### src/rtl/dmem_arbiter_if.sv
// Bus bundle between the two data-memory requesters, the arbiter and the single-port memory.
// slave: arbiter view; master: requesters plus memory (the bench side).
interface dmem_arbiter_if #(
  parameter int ADDR_W = 10,
  parameter int DATA_W = 32
);
  logic              m0_req, m0_we, m0_lock, m0_gnt, m0_rvalid;
  logic [ADDR_W-1:0] m0_addr;
  logic [DATA_W-1:0] m0_wdata, m0_rdata;
  logic              m1_req, m1_we, m1_lock, m1_gnt, m1_rvalid;
  logic [ADDR_W-1:0] m1_addr;
  logic [DATA_W-1:0] m1_wdata, m1_rdata;
  logic              mem_rw;
  logic [ADDR_W-1:0] mem_addr;
  logic [DATA_W-1:0] mem_wdata, mem_rdata;

  modport slave (
    input  m0_req, m0_we, m0_addr, m0_wdata, m0_lock,
    output m0_gnt, m0_rvalid, m0_rdata,
    input  m1_req, m1_we, m1_addr, m1_wdata, m1_lock,
    output m1_gnt, m1_rvalid, m1_rdata,
    output mem_rw, mem_addr, mem_wdata,
    input  mem_rdata
  );

  modport master (
    output m0_req, m0_we, m0_addr, m0_wdata, m0_lock,
    input  m0_gnt, m0_rvalid, m0_rdata,
    output m1_req, m1_we, m1_addr, m1_wdata, m1_lock,
    input  m1_gnt, m1_rvalid, m1_rdata,
    input  mem_rw, mem_addr, mem_wdata,
    output mem_rdata
  );
endinterface

### src/rtl/dmem_arbiter.sv
// Round-robin arbiter for two masters sharing a single-port data memory; 1-cycle read latency.
// Optional grant locking is compiled in with `define DMEM_ARB_LOCK_EN.
module dmem_arbiter #(
  parameter int ADDR_W   = 10,
  parameter int DATA_W   = 32,
  parameter int LOCK_MAX = 8
) (
  input  logic          clk,
  input  logic          rst,
  dmem_arbiter_if.slave bus
);
  logic              last_gnt;  // 0: m0 won last, 1: m1 won last
  logic              gnt0, gnt1;
  logic              lock0_win, lock1_win;
  logic              rvalid0_q, rvalid1_q;
  logic [DATA_W-1:0] rdata0_q, rdata1_q;
  logic [ADDR_W-1:0] addr_sel;
  logic [DATA_W-1:0] wdata_sel;
  logic              rw_sel;

`ifdef DMEM_ARB_LOCK_EN
  typedef enum logic [1:0] {FREE, LOCK0, LOCK1} lock_state_e;
  localparam int CNT_W = $clog2(LOCK_MAX + 1);

  lock_state_e      lock_st;
  logic [CNT_W-1:0] lock_cnt;

  assign lock0_win = (lock_st == LOCK0) && bus.m0_req;
  assign lock1_win = (lock_st == LOCK1) && bus.m1_req;

  // Lock ends on release, on dropped request, or after LOCK_MAX grants; last_gnt then
  // points at the holder so the waiting port wins the following tie.
  always_ff @(posedge clk) begin
    if (rst) begin
      lock_st  <= FREE;
      lock_cnt <= '0;
    end else begin
      case (lock_st)
        FREE: begin
          if (gnt0 && bus.m0_lock && LOCK_MAX > 1) begin
            lock_st  <= LOCK0;
            lock_cnt <= CNT_W'(1);
          end else if (gnt1 && bus.m1_lock && LOCK_MAX > 1) begin
            lock_st  <= LOCK1;
            lock_cnt <= CNT_W'(1);
          end
        end
        LOCK0: begin
          if (!bus.m0_req || !bus.m0_lock || lock_cnt == CNT_W'(LOCK_MAX - 1)) begin
            lock_st  <= FREE;
            lock_cnt <= '0;
          end else lock_cnt <= lock_cnt + 1'b1;
        end
        LOCK1: begin
          if (!bus.m1_req || !bus.m1_lock || lock_cnt == CNT_W'(LOCK_MAX - 1)) begin
            lock_st  <= FREE;
            lock_cnt <= '0;
          end else lock_cnt <= lock_cnt + 1'b1;
        end
        default: begin
          lock_st  <= FREE;
          lock_cnt <= '0;
        end
      endcase
    end
  end
`else
  localparam int unused_lock_max = LOCK_MAX;
  logic unused_lock;
  assign unused_lock = bus.m0_lock ^ bus.m1_lock;
  assign lock0_win   = 1'b0;
  assign lock1_win   = 1'b0;
`endif

  always_comb begin
    gnt0 = 1'b0;
    gnt1 = 1'b0;
    if (!rst) begin
      if (lock0_win)                       gnt0 = 1'b1;
      else if (lock1_win)                  gnt1 = 1'b1;
      else if (bus.m0_req && bus.m1_req) begin
        gnt0 = last_gnt;
        gnt1 = !last_gnt;
      end else begin
        gnt0 = bus.m0_req;
        gnt1 = bus.m1_req;
      end
    end
  end

  always_comb begin
    rw_sel    = 1'b0;
    addr_sel  = '0;
    wdata_sel = '0;
    if (gnt0) begin
      rw_sel    = bus.m0_we;
      addr_sel  = bus.m0_addr;
      wdata_sel = bus.m0_wdata;
    end else if (gnt1) begin
      rw_sel    = bus.m1_we;
      addr_sel  = bus.m1_addr;
      wdata_sel = bus.m1_wdata;
    end
  end

  always_ff @(posedge clk) begin
    if (rst) begin
      last_gnt  <= 1'b1;
      rvalid0_q <= 1'b0;
      rvalid1_q <= 1'b0;
      rdata0_q  <= '0;
      rdata1_q  <= '0;
    end else begin
      if (gnt0)      last_gnt <= 1'b0;
      else if (gnt1) last_gnt <= 1'b1;
      rvalid0_q <= gnt0 && !bus.m0_we;
      rvalid1_q <= gnt1 && !bus.m1_we;
      if (gnt0 && !bus.m0_we) rdata0_q <= bus.mem_rdata;
      if (gnt1 && !bus.m1_we) rdata1_q <= bus.mem_rdata;
    end
  end

  assign bus.m0_gnt    = gnt0;
  assign bus.m1_gnt    = gnt1;
  assign bus.m0_rvalid = rvalid0_q;
  assign bus.m1_rvalid = rvalid1_q;
  assign bus.m0_rdata  = rdata0_q;
  assign bus.m1_rdata  = rdata1_q;
  assign bus.mem_rw    = rw_sel;
  assign bus.mem_addr  = addr_sel;
  assign bus.mem_wdata = wdata_sel;
endmodule

### src/flat_wrapper.sv
// flat-port wrapper written by rule: the top's interface ports become plain ports
module dmem_arbiter_flat 
#(
  parameter int ADDR_W   = 10,
  parameter int DATA_W   = 32,
  parameter int LOCK_MAX = 8
)
  (clk, rst, bus_m0_req, bus_m0_we, bus_m0_addr, bus_m0_wdata, bus_m0_lock, bus_m0_gnt, bus_m0_rvalid, bus_m0_rdata, bus_m1_req, bus_m1_we, bus_m1_addr, bus_m1_wdata, bus_m1_lock, bus_m1_gnt, bus_m1_rvalid, bus_m1_rdata, bus_mem_rw, bus_mem_addr, bus_mem_wdata, bus_mem_rdata);
  dmem_arbiter_if #(.ADDR_W(ADDR_W), .DATA_W(DATA_W)) bus_i ();
  input  logic clk;
  input  logic rst;
  input wire logic [$bits(bus_i.m0_req)-1:0] bus_m0_req;
  input wire logic [$bits(bus_i.m0_we)-1:0] bus_m0_we;
  input wire logic [$bits(bus_i.m0_addr)-1:0] bus_m0_addr;
  input wire logic [$bits(bus_i.m0_wdata)-1:0] bus_m0_wdata;
  input wire logic [$bits(bus_i.m0_lock)-1:0] bus_m0_lock;
  output wire logic [$bits(bus_i.m0_gnt)-1:0] bus_m0_gnt;
  output wire logic [$bits(bus_i.m0_rvalid)-1:0] bus_m0_rvalid;
  output wire logic [$bits(bus_i.m0_rdata)-1:0] bus_m0_rdata;
  input wire logic [$bits(bus_i.m1_req)-1:0] bus_m1_req;
  input wire logic [$bits(bus_i.m1_we)-1:0] bus_m1_we;
  input wire logic [$bits(bus_i.m1_addr)-1:0] bus_m1_addr;
  input wire logic [$bits(bus_i.m1_wdata)-1:0] bus_m1_wdata;
  input wire logic [$bits(bus_i.m1_lock)-1:0] bus_m1_lock;
  output wire logic [$bits(bus_i.m1_gnt)-1:0] bus_m1_gnt;
  output wire logic [$bits(bus_i.m1_rvalid)-1:0] bus_m1_rvalid;
  output wire logic [$bits(bus_i.m1_rdata)-1:0] bus_m1_rdata;
  output wire logic [$bits(bus_i.mem_rw)-1:0] bus_mem_rw;
  output wire logic [$bits(bus_i.mem_addr)-1:0] bus_mem_addr;
  output wire logic [$bits(bus_i.mem_wdata)-1:0] bus_mem_wdata;
  input wire logic [$bits(bus_i.mem_rdata)-1:0] bus_mem_rdata;
  assign bus_i.m0_req = bus_m0_req;
  assign bus_i.m0_we = bus_m0_we;
  assign bus_i.m0_addr = bus_m0_addr;
  assign bus_i.m0_wdata = bus_m0_wdata;
  assign bus_i.m0_lock = bus_m0_lock;
  assign bus_m0_gnt = bus_i.m0_gnt;
  assign bus_m0_rvalid = bus_i.m0_rvalid;
  assign bus_m0_rdata = bus_i.m0_rdata;
  assign bus_i.m1_req = bus_m1_req;
  assign bus_i.m1_we = bus_m1_we;
  assign bus_i.m1_addr = bus_m1_addr;
  assign bus_i.m1_wdata = bus_m1_wdata;
  assign bus_i.m1_lock = bus_m1_lock;
  assign bus_m1_gnt = bus_i.m1_gnt;
  assign bus_m1_rvalid = bus_i.m1_rvalid;
  assign bus_m1_rdata = bus_i.m1_rdata;
  assign bus_mem_rw = bus_i.mem_rw;
  assign bus_mem_addr = bus_i.mem_addr;
  assign bus_mem_wdata = bus_i.mem_wdata;
  assign bus_i.mem_rdata = bus_mem_rdata;
  dmem_arbiter #(.ADDR_W(ADDR_W), .DATA_W(DATA_W), .LOCK_MAX(LOCK_MAX)) u_core (.clk(clk), .rst(rst), .bus(bus_i));
endmodule
### config.mk
export PLATFORM = sky130hd
export DESIGN_NAME = dmem_arbiter_flat
export DESIGN_NICKNAME = d
export VERILOG_FILES = /design/src/rtl/dmem_arbiter_if.sv /design/src/rtl/dmem_arbiter.sv /design/src/flat_wrapper.sv
export SDC_FILE = /design/constraint.sdc
export NUM_CORES = 1
export LEC_CHECK = 0
export ABC_AREA = 0
export CAP_MARGIN = 5
export CORE_ASPECT_RATIO = 1.4
export CORE_MARGIN = 4
export CORE_UTILIZATION = 36
export DETAILED_ROUTE_END_ITERATION = 8
export GPL_TIMING_DRIVEN = 1
export PLACE_DENSITY_LB_ADDON = 0.25
export SYNTH_ARGS = -nofsm -noshare
export SYNTH_HDL_FRONTEND = slang
export SYNTH_SLANG_ARGS = --single-unit
### constraint.sdc
create_clock -name clk -period 4 [get_ports clk]
set_input_delay 0.8 -clock clk [delete_from_list [all_inputs] [get_ports clk]]
set_output_delay 0.8 -clock clk [all_outputs]
set_load 0.01 [all_outputs]
Yosys cells after proc, flatten, opt, wreduce, memory -nomap -nowiden
Cells that the tools add are included.

Muxes and demuxes: 12. Reductions and logical operators: 7.

Operators with widths (count): $mux W32 (2); $mux W10 (2); $mux W1 (8); $logic_and A1 B1 Y1 (3); $logic_not A1 Y1 (3); $reduce_bool A2 Y1 (1).

Flip-flop bits (word level): 67. Input bits: 124. Output and inout port bits: 111. Word-level logic and storage cells: 24.

Depth between registers and ports, before layout
Gate-level depths: netlist (run 1).

Depth after elaboration: 5. Depth in mapped cells: 5. Mapped depth without buffers: 3.

Worst setup path after synthesis (run 1)
OpenSTA, ideal clock, no wires.

Path kind: input -> output. From: in bus_m0_req. To: out bus_mem_wdata[22]. Arrival time: 1.695 ns. Data required time: 3.200 ns. Setup slack: 1.505 ns. Cell stages on the path: 5. Buffers on the path: 2. Cell sequence: and2_1 -> buf_6 -> nor3_4 -> buf_6 -> a22o_1.

Longest elaborated chain between the ends: 5. Elaborated cells between the ends (all ways): 7. Those cells by class: 6 x mux; 1 x reduce/logical.

RTL lines: start: declaration (RTL line flat_wrapper.sv:12) `input wire logic [$bits(bus_i.m0_req)-1:0] bus_m0_req;`; $logic_and A1 B1 Y1 (RTL line dmem_arbiter.sv:81) `else if (bus.m0_req && bus.m1_req) begin`; $mux W1 (RTL line dmem_arbiter.sv:81); $mux W1 (RTL line dmem_arbiter.sv:78) `if (!rst) begin`; named net bus_m1_gnt (RTL line flat_wrapper.sv:25) `output wire logic [$bits(bus_i.m1_gnt)-1:0] bus_m1_gnt;`; $mux W32 (RTL line dmem_arbiter.sv:99) `end else if (gnt1) begin`; $mux W32 (RTL line dmem_arbiter.sv:95) `if (gnt0) begin`; end: declaration (RTL line flat_wrapper.sv:30) `output wire logic [$bits(bus_i.mem_wdata)-1:0] bus_mem_wdata;`.

The timed path passes the listed nets, and every way through them passes these cells.

Worst setup path after layout (run 1)
From: in rst. To: out bus_mem_addr[9].

Longest elaborated chain between the ends: 3. Elaborated cells between the ends (all ways): 4. Those cells by class: 4 x mux.

RTL lines: start: declaration (RTL line flat_wrapper.sv:11) `input logic rst;`; $mux W1 (RTL line dmem_arbiter.sv:78); $mux W10 (RTL line dmem_arbiter.sv:99); $mux W10 * (RTL line dmem_arbiter.sv:95); end: declaration (RTL line flat_wrapper.sv:29) `output wire logic [$bits(bus_i.mem_addr)-1:0] bus_mem_addr;`.

Mark *: on every way between the ends. The rest lies on a longest branch, timed or not.

==> results of run 1 <==
==> power breakdown <==
group	internal, mW	switching, mW	leakage, nW
clock network	0.512	0.261	0.146
logic	0.256	0.170	1.50
registers	0.702	0.0163	0.547
==> metal layers <==
metal,routed length [um],up-vias,GRT usage (%)
met1,4920,1566,28.3
met4,204,4,9.19
met2,6300,178,43.1
met5,27,-,0
li1,-,1592,-
met3,1650,18,12.6
==> final cells by class <==
class / count / area, um2
well taps: 102 / 128
flip-flops and latches: 67 / 1340
clock inverters: 2 / 35.0
clock buffers: 13 / 260
inverters: 36 / 135
multi-input cells: 183 / 1340
repair buffers: 243 / 2430
fillers: 658 / 2480
==> state kept, by name (all words and copies together) (netlist names) <==
| name | cells |
|---|---|
| u_core.bus.m1_rdata | 32 |
| u_core.bus.m0_rvalid | 1 |
| u_core.bus.m0_rdata | 32 |
| u_core.last_gnt | 1 |
| u_core.bus.m1_rvalid | 1 |
==> worst paths after layout <==
| path | startpoint | end | slack [ps] | cells past startpoint |
|---|---|---|---|---|
| worst max register to register | u_core.last_gnt | u_core.bus.m0_rdata[17] | 2400 | 4 |
| worst min register to register | u_core.bus.m0_rdata[26] | u_core.bus.m0_rdata[26] | 450 | 2 |
| worst max-delay path | rst | bus_mem_addr[9] | 370 | 6 |
| worst min-delay path | u_core.bus.m0_rdata[26] | u_core.bus.m0_rdata[26] | 450 | 2 |
==> stage by stage <==
| step | std cells | power, mW | instance area (um2) |
|---|---|---|---|
| final | 646 | 1.92 | 5670 |
| after CTS | 646 | 1.94 | 5670 |
| after floorplan | 319 | 0.876 | 3010 |
| after global routing | 646 | 1.99 | 5670 |
| after detailed placement | 631 | 1.16 | 5370 |
| after global placement | 631 | 1.15 | 5370 |
==> cells in the mapped netlist <==
cell / count
clkbuf_1: 18
o311ai_0: 32
nor3_4: 1
buf_6: 9
inv_1: 36
nor2_1: 2
buf_2: 6
a22o_1: 42
nand3_1: 1
nor2b_1: 2
a32oi_1: 1
dfxtp_1: 67
mux2i_1: 32
nand2b_1: 1
o21ai_0: 32
and3b_1: 1
and2_1: 2
nand2_1: 33
o21ai_1: 1
==> worst min-delay path: cells and delay by family, from the launching register on <==
family | cells | cell delay [ps]
flip-flops | 1 | 300
AND/OR/NAND/NOR | 1 | 50
multiplexers | 1 | 50
==> kinds of logic (layout without fill, tap and decap cells) <==
group,Yosys count,in the layout,synth area share (%)
buffers and inverters,69,294,11.1
AND/OR/NAND/NOR,43,43,6.40
multiplexers,32,32,10.6
AO/OA/AOI/OAI,108,108,27.3
flip-flops,67,67,44.6
==> flow_summary.yaml, run 1 <==
global_routing:
  grt_usage_pct: 25.7
  antenna_found_initial: 2
  grt_pass1_wl_um: 19200
  gr-total-overflow: 0
  grt_pass1_vias: 3395
  grt_max_degree: 36
route:
  drc: 0
  vias: 3358
  via_per_inst: 5.20
  drtAntennaViolNets: 0
  avgRoutedWirePerCell_um: 20.3
  drt-initial-drc-count: 125
  wl_um: 13100
  dr.pass1.iters: 4
die:
  die_area_um2: 9910
  rows: 39
  core_area_um2: 8150
  num_io_pins: 235
  die_w_um: 85.3
  die_h_um: 116
  start_util_pct: 36.9
setup_path:
  cp_num_buf_inv: 3
  cpMostUsedCell: "clkdlybuf4s50_1"
  slowest_stage: "clkdlybuf4s50_1"
  path_max_fanout: 34
  end_kind: "primary output"
  critPathKind: "in -> out"
  cp_top_family: "buffers and inverters"
  critPathLaunchType: "primary input"
  crit_required_ps: 3200
  critPathMaxStageDelay_ps: 670
  crit_chain: "clkdlybuf4s50_1, nor2b_1, and2_1, buf_12, a22o_1, clkdlybuf4s50_1"
  crit_arrival_ps: 2830
timing:
  finalMaxSlewViolations: 0
  holdWs_ps: 452
  fin_crit_ps: 3630
  fin_ws_ps: 367
  fin_worst_skew_ps: 7.93
  finalHoldViolations: 0
  finalCritPeriodShare_pct: 90.8
  maxSlewHeadroom_pct: 59.9
  rsz0062_at_grt: "no"
  worstMarginPinSlew_ps: 602
  fmax_mhz: 275
  setup_violations: 0
  tns_ps: 0
clock_network:
  cts_tree: "built"
  cts_max_path_buffers: 2
  cts.htree.levels: 3
  ctsHoldBuffers: 0
  post_cts_resized: 0
  cts.clk_slew.worst_paths_ps: 50
  cts_num_sinks: 67
  cts-root-buf: "clkbuf_16"
  cts_buffers: 9
  post_cts_buffers: 0
  clock_latency_ps: 320
yosys:
  synthTopCellsByArea: "dfxtp_1 (45%), a22o_1 (12%), mux2i_1 (11%), o311ai_0 (9.3%), o21ai_0 (5.3%)"
  ys_seq_elements: 67
  ys_seq_area_share_pct: 44.6
  syn_avg_cell_area_um2: 9.44
  synthesis.nets: 443
  synth_top_area_share_pct: 44.6
  synth.cell_area_um2: 3010
  yosysUniqueCellTypes: 19
  yosys.area.top_type: "dfxtp_1"
  ys_warn_count: 0
  synthCells: 319
hold_path:
  hold_path.class: "reg -> reg"
layout:
  final_common_cell: "clkdlybuf4s50_1"
  diodes: 0
  final_layout_size_suffix_gt1_share_pct: 4.78
  nets: 664
  final_cell_mix: "clkdlybuf4s50_1 (232), dfxtp_1 (67), a22o_1 (42), inv_1 (35), nand2_1 (33)"
  fin_util_pct: 69.5
  syn_to_final_growth_pct: 88.2
power:
  power_density_nw_per_um2: 338
  p_leak_nw: 2.19
  peakVddDrop_mv: 0.261
place:
  globalplace.congestion: 0.825
  io_buffers: 232
  place_ws_ps: 389
  place_hpwl_um: 10200
run:
  maxCapViolations: 0
status:
  outcome: "finished clean"
(Power assumes the default switching activity.)
==> run 2, diff against run 1 <==
PLACE_DENSITY = 0.85   (was unset)
PLACE_DENSITY_LB_ADDON = unset   (was 0.25)
==> flow_summary.yaml, run 2 (same netlist as run 1, synthesis figures left out) <==
timing:
  finalMaxSlewViolations: 0
  setup_violations: 0
  worstMarginPinSlew_ps: 637
  finalCritPeriodShare_pct: 89.8
  tns_ps: 0
  maxSlewHeadroom_pct: 57.4
  fin_worst_skew_ps: 4.71
  finalHoldViolations: 0
  fmax_mhz: 278
  fin_ws_ps: 407
  rsz0062_at_grt: "no"
  fin_crit_ps: 3590
power:
  p_sw_mw: 0.472
  pwr-share-comb_pct: 23.1
  peakVddDrop_mv: 0.313
  p_sw_share_pct: 25.1
  p_int_mw: 1.41
  power_frac_seq_pct: 38.3
  clockPowerShare_pct: 38.7
  power_density_nw_per_um2: 334
  p_leak_nw: 2.17
die:
  die_h_um: 116
  die_area_um2: 9910
  num_io_pins: 235
  die_w_um: 85.3
  core_area_um2: 8150
  rows: 39
  start_util_pct: 36.9
clock_network:
  post_cts_resized: 0
  cts_num_sinks: 67
  cts_max_path_buffers: 2
  cts_tree: "built"
  cts.htree.levels: 3
  cts.clk_slew.worst_paths_ps: 50
  cts-root-buf: "clkbuf_16"
  cts_buffers: 9
  post_cts_buffers: 0
  clock_latency_ps: 330
  ctsHoldBuffers: 0
global_routing:
  grt_pass1_vias: 3387
  grt_usage_pct: 27.0
  gr-total-overflow: 0
  antenna_found_initial: 1
  grt_max_degree: 57
  grt_pass1_wl_um: 19900
run:
  maxCapViolations: 0
layout:
  finalInstanceArea_um2: 5620
  nets: 661
  final_common_cell: "clkdlybuf4s50_1"
  final_cell_mix: "clkdlybuf4s50_1 (230), dfxtp_1 (67), a22o_1 (42), inv_1 (35), nand2_1 (33)"
  diodes: 0
  syn_to_final_growth_pct: 86.8
  final_layout_size_suffix_gt1_share_pct: 4.98
  fillers: 634
status:
  outcome: "finished clean"
route:
  drc: 0
  via_per_inst: 5.32
  dr.pass1.iters: 4
  wl_um: 13800
  drt-initial-drc-count: 163
  vias: 3423
  drtAntennaViolNets: 0
  avgRoutedWirePerCell_um: 21.5
place:
  placed_area_um2: 5340
  place_ws_ps: 423
  place_hpwl_um: 10700
  globalplace.congestion: 0.849
  io_buffers: 232
setup_path:
  slowest_stage: "clkdlybuf4s50_1"
  path_max_fanout: 43
  crit_required_ps: 3200
  critPathLaunchType: "primary input"
  critPathMaxStageDelay_ps: 610
  crit_chain: "clkdlybuf4s50_1, nor2b_1, and2_1, buf_12, a22o_1, clkdlybuf4s50_1"
  end_kind: "primary output"
  crit_arrival_ps: 2790
  critPathKind: "in -> out"
  cpMostUsedCell: "clkdlybuf4s50_1"
  rrSetupSlack_ps: 2400
hold_path:
  hold_path.class: "reg -> reg"
==> run 2: cell types whose count changed in the layout (fill, tap and decap cells not counted) <==
cell | previous run | this run
clkdlybuf4s50_1 | 232 | 230
bufinv_16 | 1 | 0
clkinvlp_4 | 0 | 2
clkinv_2 | 1 | 2
clkbuf_1 | 2 | 1
buf_4 | 9 | 8
==> run 2: worst max-delay path: cells and delay by family <==
family | cells | cell delay [ps]
AO/OA/AOI/OAI | 1 | 210
buffers and inverters | 3 | 1360
AND/OR/NAND/NOR | 2 | 400
==> run 2: layer usage <==
metal  part of all wire, %  global-route usage, %  vias up
li1                      -                      -     1593
met1                    36                   29.1     1604
met2                    47                   43.7      209
met3                    16                   17.9       15
met4                   1.3                   7.39        2
met5                 0.094                      0        -
==> run 2: through the flow <==
stage	utilization (%)	power [mW]	cells	hold slack, ps
2_1_floorplan	-	0.876	319	479
3_5_place_dp	65.6	1.16	628	450
4_1_cts	69.0	1.89	644	459
6_report	69.0	1.88	644	459
3_3_place_gp	65.6	1.15	628	442
5_1_grt	69.0	1.95	644	474
==> run 2: cell type report <==
| cell class | count | area (um2) | area share, % |
|---|---|---|---|
| clock buffers | 12 | 256 | 4.56 |
| clock inverters | 4 | 25.0 | 0.445 |
| inverters | 36 | 135 | 2.40 |
| multi-input cells | 183 | 1340 | 23.8 |
| flip-flops and latches | 67 | 1340 | 23.8 |
| well taps | 102 | 128 | 2.27 |
| repair buffers | 240 | 2400 | 42.7 |
==> run 2: power by group through the flow <==
stage / sequential (mW) / clock (mW) / combinational [mW]
floorplan: 0.745 / 0 / 0.130
global placement: 0.730 / 0 / 0.424
detailed placement: 0.732 / 0 / 0.429
CTS: 0.719 / 0.740 / 0.433
global route: 0.722 / 0.775 / 0.458
finish: 0.719 / 0.726 / 0.433
==> run 2: final timing paths <==
path                                              start                 endpoint  cells past startpoint
worst max-delay path                                rst        bus_mem_wdata[12]                      6
worst min-delay path            u_core.bus.m0_rdata[28]  u_core.bus.m0_rdata[28]                      2
worst max register to register          u_core.last_gnt   u_core.bus.m0_rdata[6]                      4
worst min register to register  u_core.bus.m0_rdata[28]  u_core.bus.m0_rdata[28]                      2
